--- src/rtl/operand_sweep_gen.sv ---
// -----------------------------------------------------------------------------
// operand_sweep_gen
//
// Purpose:
//   Exhaustive operand sweep generator. NCH operand channels of SB swept bits
//   each are stepped through every combination as a nested counter. Channel
//   NCH-1 is the fastest and channel 0 the slowest. One combination is
//   presented per beat on a valid/ready stream. A sweep is exactly
//   2^(NCH*SB) accepted beats. A response from the unit under test can
//   optionally be folded into a 32-bit rotate-XOR signature.
//
// Parameters:
//   W    width of each operand channel on out_data (1..31)
//   SB   swept bits per channel (1..W)
//   NCH  number of operand channels (1..8)
//
// Ports:
//   clk        single clock, rising edge
//   rst_n      asynchronous active-low reset
//   start      one-cycle pulse, begins a sweep (ignored while running)
//   abort      terminates the sweep, returns to IDLE (wins over start)
//   out_valid  beat on out_data is valid (only while running)
//   out_ready  sink accepts the beat
//   out_data   channel k in bits [k*W +: W], zero-extended from SB bits
//   out_last   current beat is the final beat of the sweep
//   beat_idx   flattened index {ch0, ch1, ..., ch(NCH-1)}, ch0 in the MSBs
//   busy       FSM in RUN
//   done       FSM in DONE
//   rsp        response of the unit under test, sampled on accepted beats
//   sig        response signature
//
// Configuration:
//   SWEEP_SIGNATURE_EN  when defined, sig is a rotate-XOR signature of rsp.
//                       It is cleared by an honoured start and updated on
//                       every accepted beat. When undefined, sig is tied to
//                       zero, rsp is ignored, and no signature flops exist.
// -----------------------------------------------------------------------------
module operand_sweep_gen #(
    parameter int W   = 19,
    parameter int SB  = 4,
    parameter int NCH = 3
) (
    input  logic              clk,
    input  logic              rst_n,
    input  logic              start,
    input  logic              abort,
    output logic              out_valid,
    input  logic              out_ready,
    output logic [NCH*W-1:0]  out_data,
    output logic              out_last,
    output logic [NCH*SB-1:0] beat_idx,
    output logic              busy,
    output logic              done,
    input  logic [W:0]        rsp,
    output logic [31:0]       sig
);

    localparam int IW = NCH * SB;
    localparam logic [IW-1:0] IDX_ZERO = {IW{1'b0}};
    localparam logic [IW-1:0] IDX_LAST = {IW{1'b1}};

    typedef enum logic [1:0] {
        ST_IDLE = 2'd0,
        ST_RUN  = 2'd1,
        ST_DONE = 2'd2
    } state_t;

    state_t          state_r;
    logic [IW-1:0]   idx_r;
    logic            valid_r;
    logic            last_r;
    logic            busy_r;
    logic            done_r;

    logic            accept_s;
    logic            launch_s;
    logic [IW-1:0]   idx_next_s;
    logic [NCH*W-1:0] out_data_s;

    // The channel counters are concatenated with ch0 in the MSBs and the
    // fastest channel in the LSBs. A plain binary increment of this
    // flattened index is therefore exactly the nested sweep: each SB-bit
    // field wraps from all-ones to zero and carries into the next slower
    // channel.
    function automatic logic [IW-1:0] idx_inc(input logic [IW-1:0] idx);
        return idx + IW'(1'b1);
    endfunction

    // Handshake and sweep-launch qualifiers. Abort outranks start, and
    // start is only honoured outside RUN.
    always_comb begin
        accept_s   = valid_r & out_ready;
        launch_s   = start & ~abort & (state_r != ST_RUN);
        idx_next_s = idx_inc(idx_r);
    end

    // Sweep FSM with registered stream and status outputs.
    always_ff @(posedge clk or negedge rst_n) begin
        if (!rst_n) begin
            state_r <= ST_IDLE;
            idx_r   <= IDX_ZERO;
            valid_r <= 1'b0;
            last_r  <= 1'b0;
            busy_r  <= 1'b0;
            done_r  <= 1'b0;
        end else begin
            case (state_r)
                ST_IDLE: begin
                    if (launch_s) begin
                        state_r <= ST_RUN;
                        idx_r   <= IDX_ZERO;
                        valid_r <= 1'b1;
                        last_r  <= 1'b0;
                        busy_r  <= 1'b1;
                        done_r  <= 1'b0;
                    end else begin
                        state_r <= ST_IDLE;
                        idx_r   <= IDX_ZERO;
                        valid_r <= 1'b0;
                        last_r  <= 1'b0;
                        busy_r  <= 1'b0;
                        done_r  <= 1'b0;
                    end
                end
                ST_RUN: begin
                    if (abort) begin
                        // A beat handshaken in this same cycle still counts
                        // (the signature sees it). The sweep does not
                        // complete, though.
                        state_r <= ST_IDLE;
                        idx_r   <= IDX_ZERO;
                        valid_r <= 1'b0;
                        last_r  <= 1'b0;
                        busy_r  <= 1'b0;
                        done_r  <= 1'b0;
                    end else if (accept_s) begin
                        if (last_r) begin
                            // idx_r stays at all-ones while parked in DONE.
                            state_r <= ST_DONE;
                            idx_r   <= idx_r;
                            valid_r <= 1'b0;
                            last_r  <= 1'b0;
                            busy_r  <= 1'b0;
                            done_r  <= 1'b1;
                        end else begin
                            state_r <= ST_RUN;
                            idx_r   <= idx_next_s;
                            valid_r <= 1'b1;
                            last_r  <= (idx_next_s == IDX_LAST);
                            busy_r  <= 1'b1;
                            done_r  <= 1'b0;
                        end
                    end else begin
                        // Stalled: the presented beat holds still.
                        state_r <= ST_RUN;
                        idx_r   <= idx_r;
                        valid_r <= 1'b1;
                        last_r  <= last_r;
                        busy_r  <= 1'b1;
                        done_r  <= 1'b0;
                    end
                end
                ST_DONE: begin
                    if (abort) begin
                        state_r <= ST_IDLE;
                        idx_r   <= IDX_ZERO;
                        valid_r <= 1'b0;
                        last_r  <= 1'b0;
                        busy_r  <= 1'b0;
                        done_r  <= 1'b0;
                    end else if (launch_s) begin
                        state_r <= ST_RUN;
                        idx_r   <= IDX_ZERO;
                        valid_r <= 1'b1;
                        last_r  <= 1'b0;
                        busy_r  <= 1'b1;
                        done_r  <= 1'b0;
                    end else begin
                        state_r <= ST_DONE;
                        idx_r   <= idx_r;
                        valid_r <= 1'b0;
                        last_r  <= 1'b0;
                        busy_r  <= 1'b0;
                        done_r  <= 1'b1;
                    end
                end
                default: begin
                    state_r <= ST_IDLE;
                    idx_r   <= IDX_ZERO;
                    valid_r <= 1'b0;
                    last_r  <= 1'b0;
                    busy_r  <= 1'b0;
                    done_r  <= 1'b0;
                end
            endcase
        end
    end

    // Spread the flattened index back out into zero-extended channel fields.
    // Channel k lives in index bits [(NCH-1-k)*SB +: SB].
    always_comb begin
        out_data_s = {(NCH*W){1'b0}};
        for (int k = 0; k < NCH; k++) begin
            out_data_s[k*W +: SB] = idx_r[(NCH-1-k)*SB +: SB];
        end
    end

    assign out_valid = valid_r;
    assign out_last  = last_r;
    assign out_data  = out_data_s;
    assign beat_idx  = idx_r;
    assign busy      = busy_r;
    assign done      = done_r;

`ifdef SWEEP_SIGNATURE_EN
    logic [31:0] sig_r;

    // One signature step: rotate left by one, then fold in the response.
    function automatic logic [31:0] sig_step(input logic [31:0] cur,
                                             input logic [W:0]  resp);
        return {cur[30:0], cur[31]} ^ 32'(resp);
    endfunction

    // Signature register. It clears on an honoured start and folds rsp in
    // on every accepted beat, including one accepted alongside abort.
    always_ff @(posedge clk or negedge rst_n) begin
        if (!rst_n) begin
            sig_r <= 32'h0000_0000;
        end else if (launch_s) begin
            sig_r <= 32'h0000_0000;
        end else if (accept_s) begin
            sig_r <= sig_step(sig_r, rsp);
        end else begin
            sig_r <= sig_r;
        end
    end

    assign sig = sig_r;
`else
    // Signature disabled: rsp is deliberately ignored.
    logic rsp_unused_s;
    assign rsp_unused_s = ^rsp;
    assign sig          = 32'h0000_0000;
`endif

endmodule

--- config.mk ---
export PLATFORM = sky130hd
export DESIGN_NAME = operand_sweep_gen
export DESIGN_NICKNAME = d
export VERILOG_FILES = /design/src/rtl/operand_sweep_gen.sv
export SDC_FILE = /design/constraint.sdc
export NUM_CORES = 1
export LEC_CHECK = 0
export BUFFER_PORTS_ARGS = -buffer_cell sky130_fd_sc_hd__buf_4
export CAP_MARGIN = 0
export CORE_ASPECT_RATIO = 0.8
export CORE_MARGIN = 10
export CORE_UTILIZATION = 44
export CTS_CLUSTER_DIAMETER = 200
export DETAILED_ROUTE_END_ITERATION = 8
export MAX_ROUTING_LAYER = met4
export PLACE_DENSITY = 0.87
export SLEW_MARGIN = 20
export SYNTH_ARGS = -nofsm -noshare
export SYNTH_HDL_FRONTEND = slang
export SYNTH_SLANG_ARGS = --single-unit
--- constraint.sdc ---
create_clock -name clk -period 3.7 [get_ports clk]
set_input_delay 0.37 -clock clk [delete_from_list [all_inputs] [get_ports clk]]
set_output_delay 0.37 -clock clk [all_outputs]
set_load 0.05 [all_outputs]
==> summary.txt <==
Outcome
  • Run status: complete, no violations

Worst setup path
  • CP max-delay cell: or2_0
  • Worst-path fanout max: 14
  • Worst Reg2Reg Path Length in Cells: 7
  • CP Launch Type: register
  • CP Capture Type: register
  • Reg2reg start: state_r[0]
  • Req. time, crit path: 3.82 ns
  • R2R Path End: beat_idx[2]
  • Crit path max-delay family: simple AND/OR/NAND/NOR gates
  • Worst endpoint data arrival time: 2.54 ns
  • CP Class: reg2reg
  • Flop2flop setup slack: 1.27 ns
  • Max incr delay on CP: 0.49 ns
  • Critical-path cell list: inv_1 > ha_1 > nor2b_1 > o32ai_2 > nor2_2 > or2_0 > o21ai_0
  • Worst Path Buf+Inv: 1

CTS
  • Number of CTS-inserted buffers: 3
  • Clock root buffer: clkbuf_8
  • Postcts setup bufs: 0
  • Post-cts sizing count: 0
  • CTS Sinks: 16
  • Clk pin slew, worst setup/hold paths: 0.06 ns
  • H-tree levels: 1
  • Clk buf depth: 2
  • CTS Hold Bufs: 1
  • TritonCTS clock tree: yes
  • Clock Latency Late Sink: 0.25 ns

Layout
  • Layout cells sized above 1: 18.18%
  • Filler instances: 372
  • Post-route design area: 1630 µm²
  • FF/Latch Area: 400.4 µm²
  • Antenna fix cells: 0
  • Area of the multi-input gates: 868.3 µm²
  • Nets: 254
  • Synthesis-to-finish area growth: -3.909%

STA
  • FMAX: 412.0 MHz
  • Clock skew: 0.002686 ns
  • Fin crit share: 65.60%
  • Pins over their slew limit: 0
  • Final min period: 2.427 ns
  • Unrepaired setup endpoints after global routing: no
  • Setup Viol. Count Final: 0
  • Hold WS: 0.3194 ns
  • Worst-Margin Slew: 0.5444 ns
  • TNS Setup: 0 ns
  • Final hold violations: 0
  • Worst slew margin: 63.67%
  • Setup ws final: 1.273 ns

Floorplan
  • Die height: 75.54 µm
  • Std-Cell Core Area: 3754 µm²
  • Die W: 89.43 µm
  • Top-level I/O count: 130
  • Site row count: 20
  • Initial Utilization: 45.20%
  • Die area: 6755 µm²

GRT
  • First-pass GRT wire length: 5.292 mm
  • Antenna violations before repair: 0
  • Number of global-route vias before repair: 1,097
  • Largest net degree at the start of global routing: 17
  • Tot GR Track Use: 10.19%
  • GRT overflow: 0

Power
  • Internal power: 265.6 µW
  • Lkg Pwr: 0.0008627 µW
  • Power share of the combinational group: 41.8%
  • Final Power: 540.7 µW
  • VDD IR max: 0.0001180 V
  • Clock share of power: 24.5%
  • P_sw: 275.1 µW
  • Seq pwr share: 33.6%
  • Pwr per Cell Area: 331.6 nW/µm²
  • Switching Fraction: 50.87%

Yosys
  • Sequential share of the synthesized area: 23.60%
  • Xor/xnor cell area share of the yosys netlist: 2.581%
  • Synth Area in Compound Gates: 10.62%
  • Top cells by area, synth: buf_4 (40%), dfrtp_1 (24%), ha_1 (5.2%), o31ai_1 (3.1%), o21ai_0 (2.9%)
  • Post-synth EDFFs: 0
  • Dominant cell type by area after synthesis: buf_4
  • Simple-Gate Fraction of Synth Area: 14.53%
  • #FFs+latches synth: 16
  • Post-synth cell types: 34
  • Post-synth ARST share: 100.0%
  • Top FF cell, synth: dfrtp_1
  • Synth Area per Inst: 8.358 µm²
  • Main combinational cell family by area after synthesis: buffers and inverters
  • Synth Instances: 203
  • Mux contribution to synthesized area: 1.254%
  • Synth Warn #: 0
  • Post-Syn Area: 1697 µm²
  • Adder-cell share of the synthesized area: 5.162%
  • Yosys top cell area share: 39.82%

Min path
  • Hold endpoint: beat_idx[7]
  • Worst hold path class: in2reg
  • Min-delay src: abort
  • Worst Hold Path Cells: 2

Drt
  • Drt first pass iters: 4
  • Iter 0 DRT Violations: 137
  • Antenna viol nets, final: 0
  • Number of remaining DRC errors: 0
  • Routed len/inst: 14.08 µm
  • Vias: 1,158
  • Via density: 4.386
  • Total wire length: 3.717 mm

Run
  • Max-cap violation count: 0

Placed design
  • Dpl cell area: 1579 µm²
  • GP Congestion: 0.8516
  • Place WS: 1.291 ns
  • DP HPWL: 3.025 mm
  • PortBufs: 32
layer usage:
metal | GRT usage [%] | vias up | share of wire [%]
met1 | 11.12 | 546 | 38
met3 | 3.739 | 4 | 9.1
met2 | 16.57 | 62 | 51
met5 | - | - | 0
met4 | 4.225 | 0 | 1.2
li1 | - | 546 | -
flip-flops by register name (all words and copies together), names as in the netlist:
name,flops
beat_idx,12
state_r,2
done,1
out_last,1
power groups by stage:
stage | Sequential (µW) | Combinational (µW) | Clock, µW
2_1_floorplan | 191 | 262 | 0
3_3_place_gp | 185 | 219 | 0
3_5_place_dp | 185 | 221 | 0
4_1_cts | 182 | 222 | 136
5_1_grt | 183 | 236 | 144
6_report | 182 | 226 | 133
synth_stat cells (all sizes together), types with 2 or more instances:
library cell and count:
nor2 9, ha 7, buf 93, inv 4, clkbuf 2, nor3 6
nor4b 2, xnor2 3, a31oi 2, nand4 2, dfrtp 16, xor2 2
o31ai 7, and3 2, nand2 8, a21oi 5, nand3 8, o21ai 10
nand2b 3
how the worst max path moves through the flow:
| stage | start | to | cells after the start |
|---|---|---|---|
| floorplan | state_r[0] | beat_idx[8] | 8 |
| global placement | state_r[0] | beat_idx[2] | 7 |
| detailed placement | state_r[0] | beat_idx[2] | 7 |
| CTS | state_r[0] | beat_idx[2] | 7 |
| global route | state_r[0] | beat_idx[10] | 7 |
| finish | state_r[0] | beat_idx[2] | 7 |
through the flow:
stage               cells  utilization, %
floorplan             279               -
global placement      260           42.07
detailed placement    260           42.07
CTS                   264           43.43
global route          264           43.43
finish                264           43.43
final cells by class:
class                      instances  area share [%]
inverter                           4          0.9210
clock buffer                       3           2.533
multi-input combinational        164           53.26
sequential                        16           24.56
timing repair buffer              33           15.35
tap                               44           3.377
cell families after synthesis:
kind of cell / Yosys count
AOI/OAI and AO/OA: 27
buffers and inverters: 99
other: 1
DFF: 16
xor gates and xnor gates: 5
muxes: 2
adders and majority gates: 7
and+or+nand+nor: 46
cell usage in the layout, fill, tap and decap left out, drive strengths merged:
master,instances
ha,7
o211ai,1
a31oi,2
inv,4
nand3b,1
nor2,9
buf,32
nand2b,3
nand4,2
nand4b,1
nor4,1
and3,2
nand2,8
mux2,1
a21oi,5
nor3b,1
nand3,8
dfrtp,16
or2,1
o41ai,1
o21ai,10
nor3,6
o31ai,7
xor2,2
o32ai,1
dlygate4sd3,1
nor4b,2
clkbuf,3
conb,77
mux2i,1
xnor2,3
nor2b,1
Note: power is estimated with default switching activity, not from simulation.
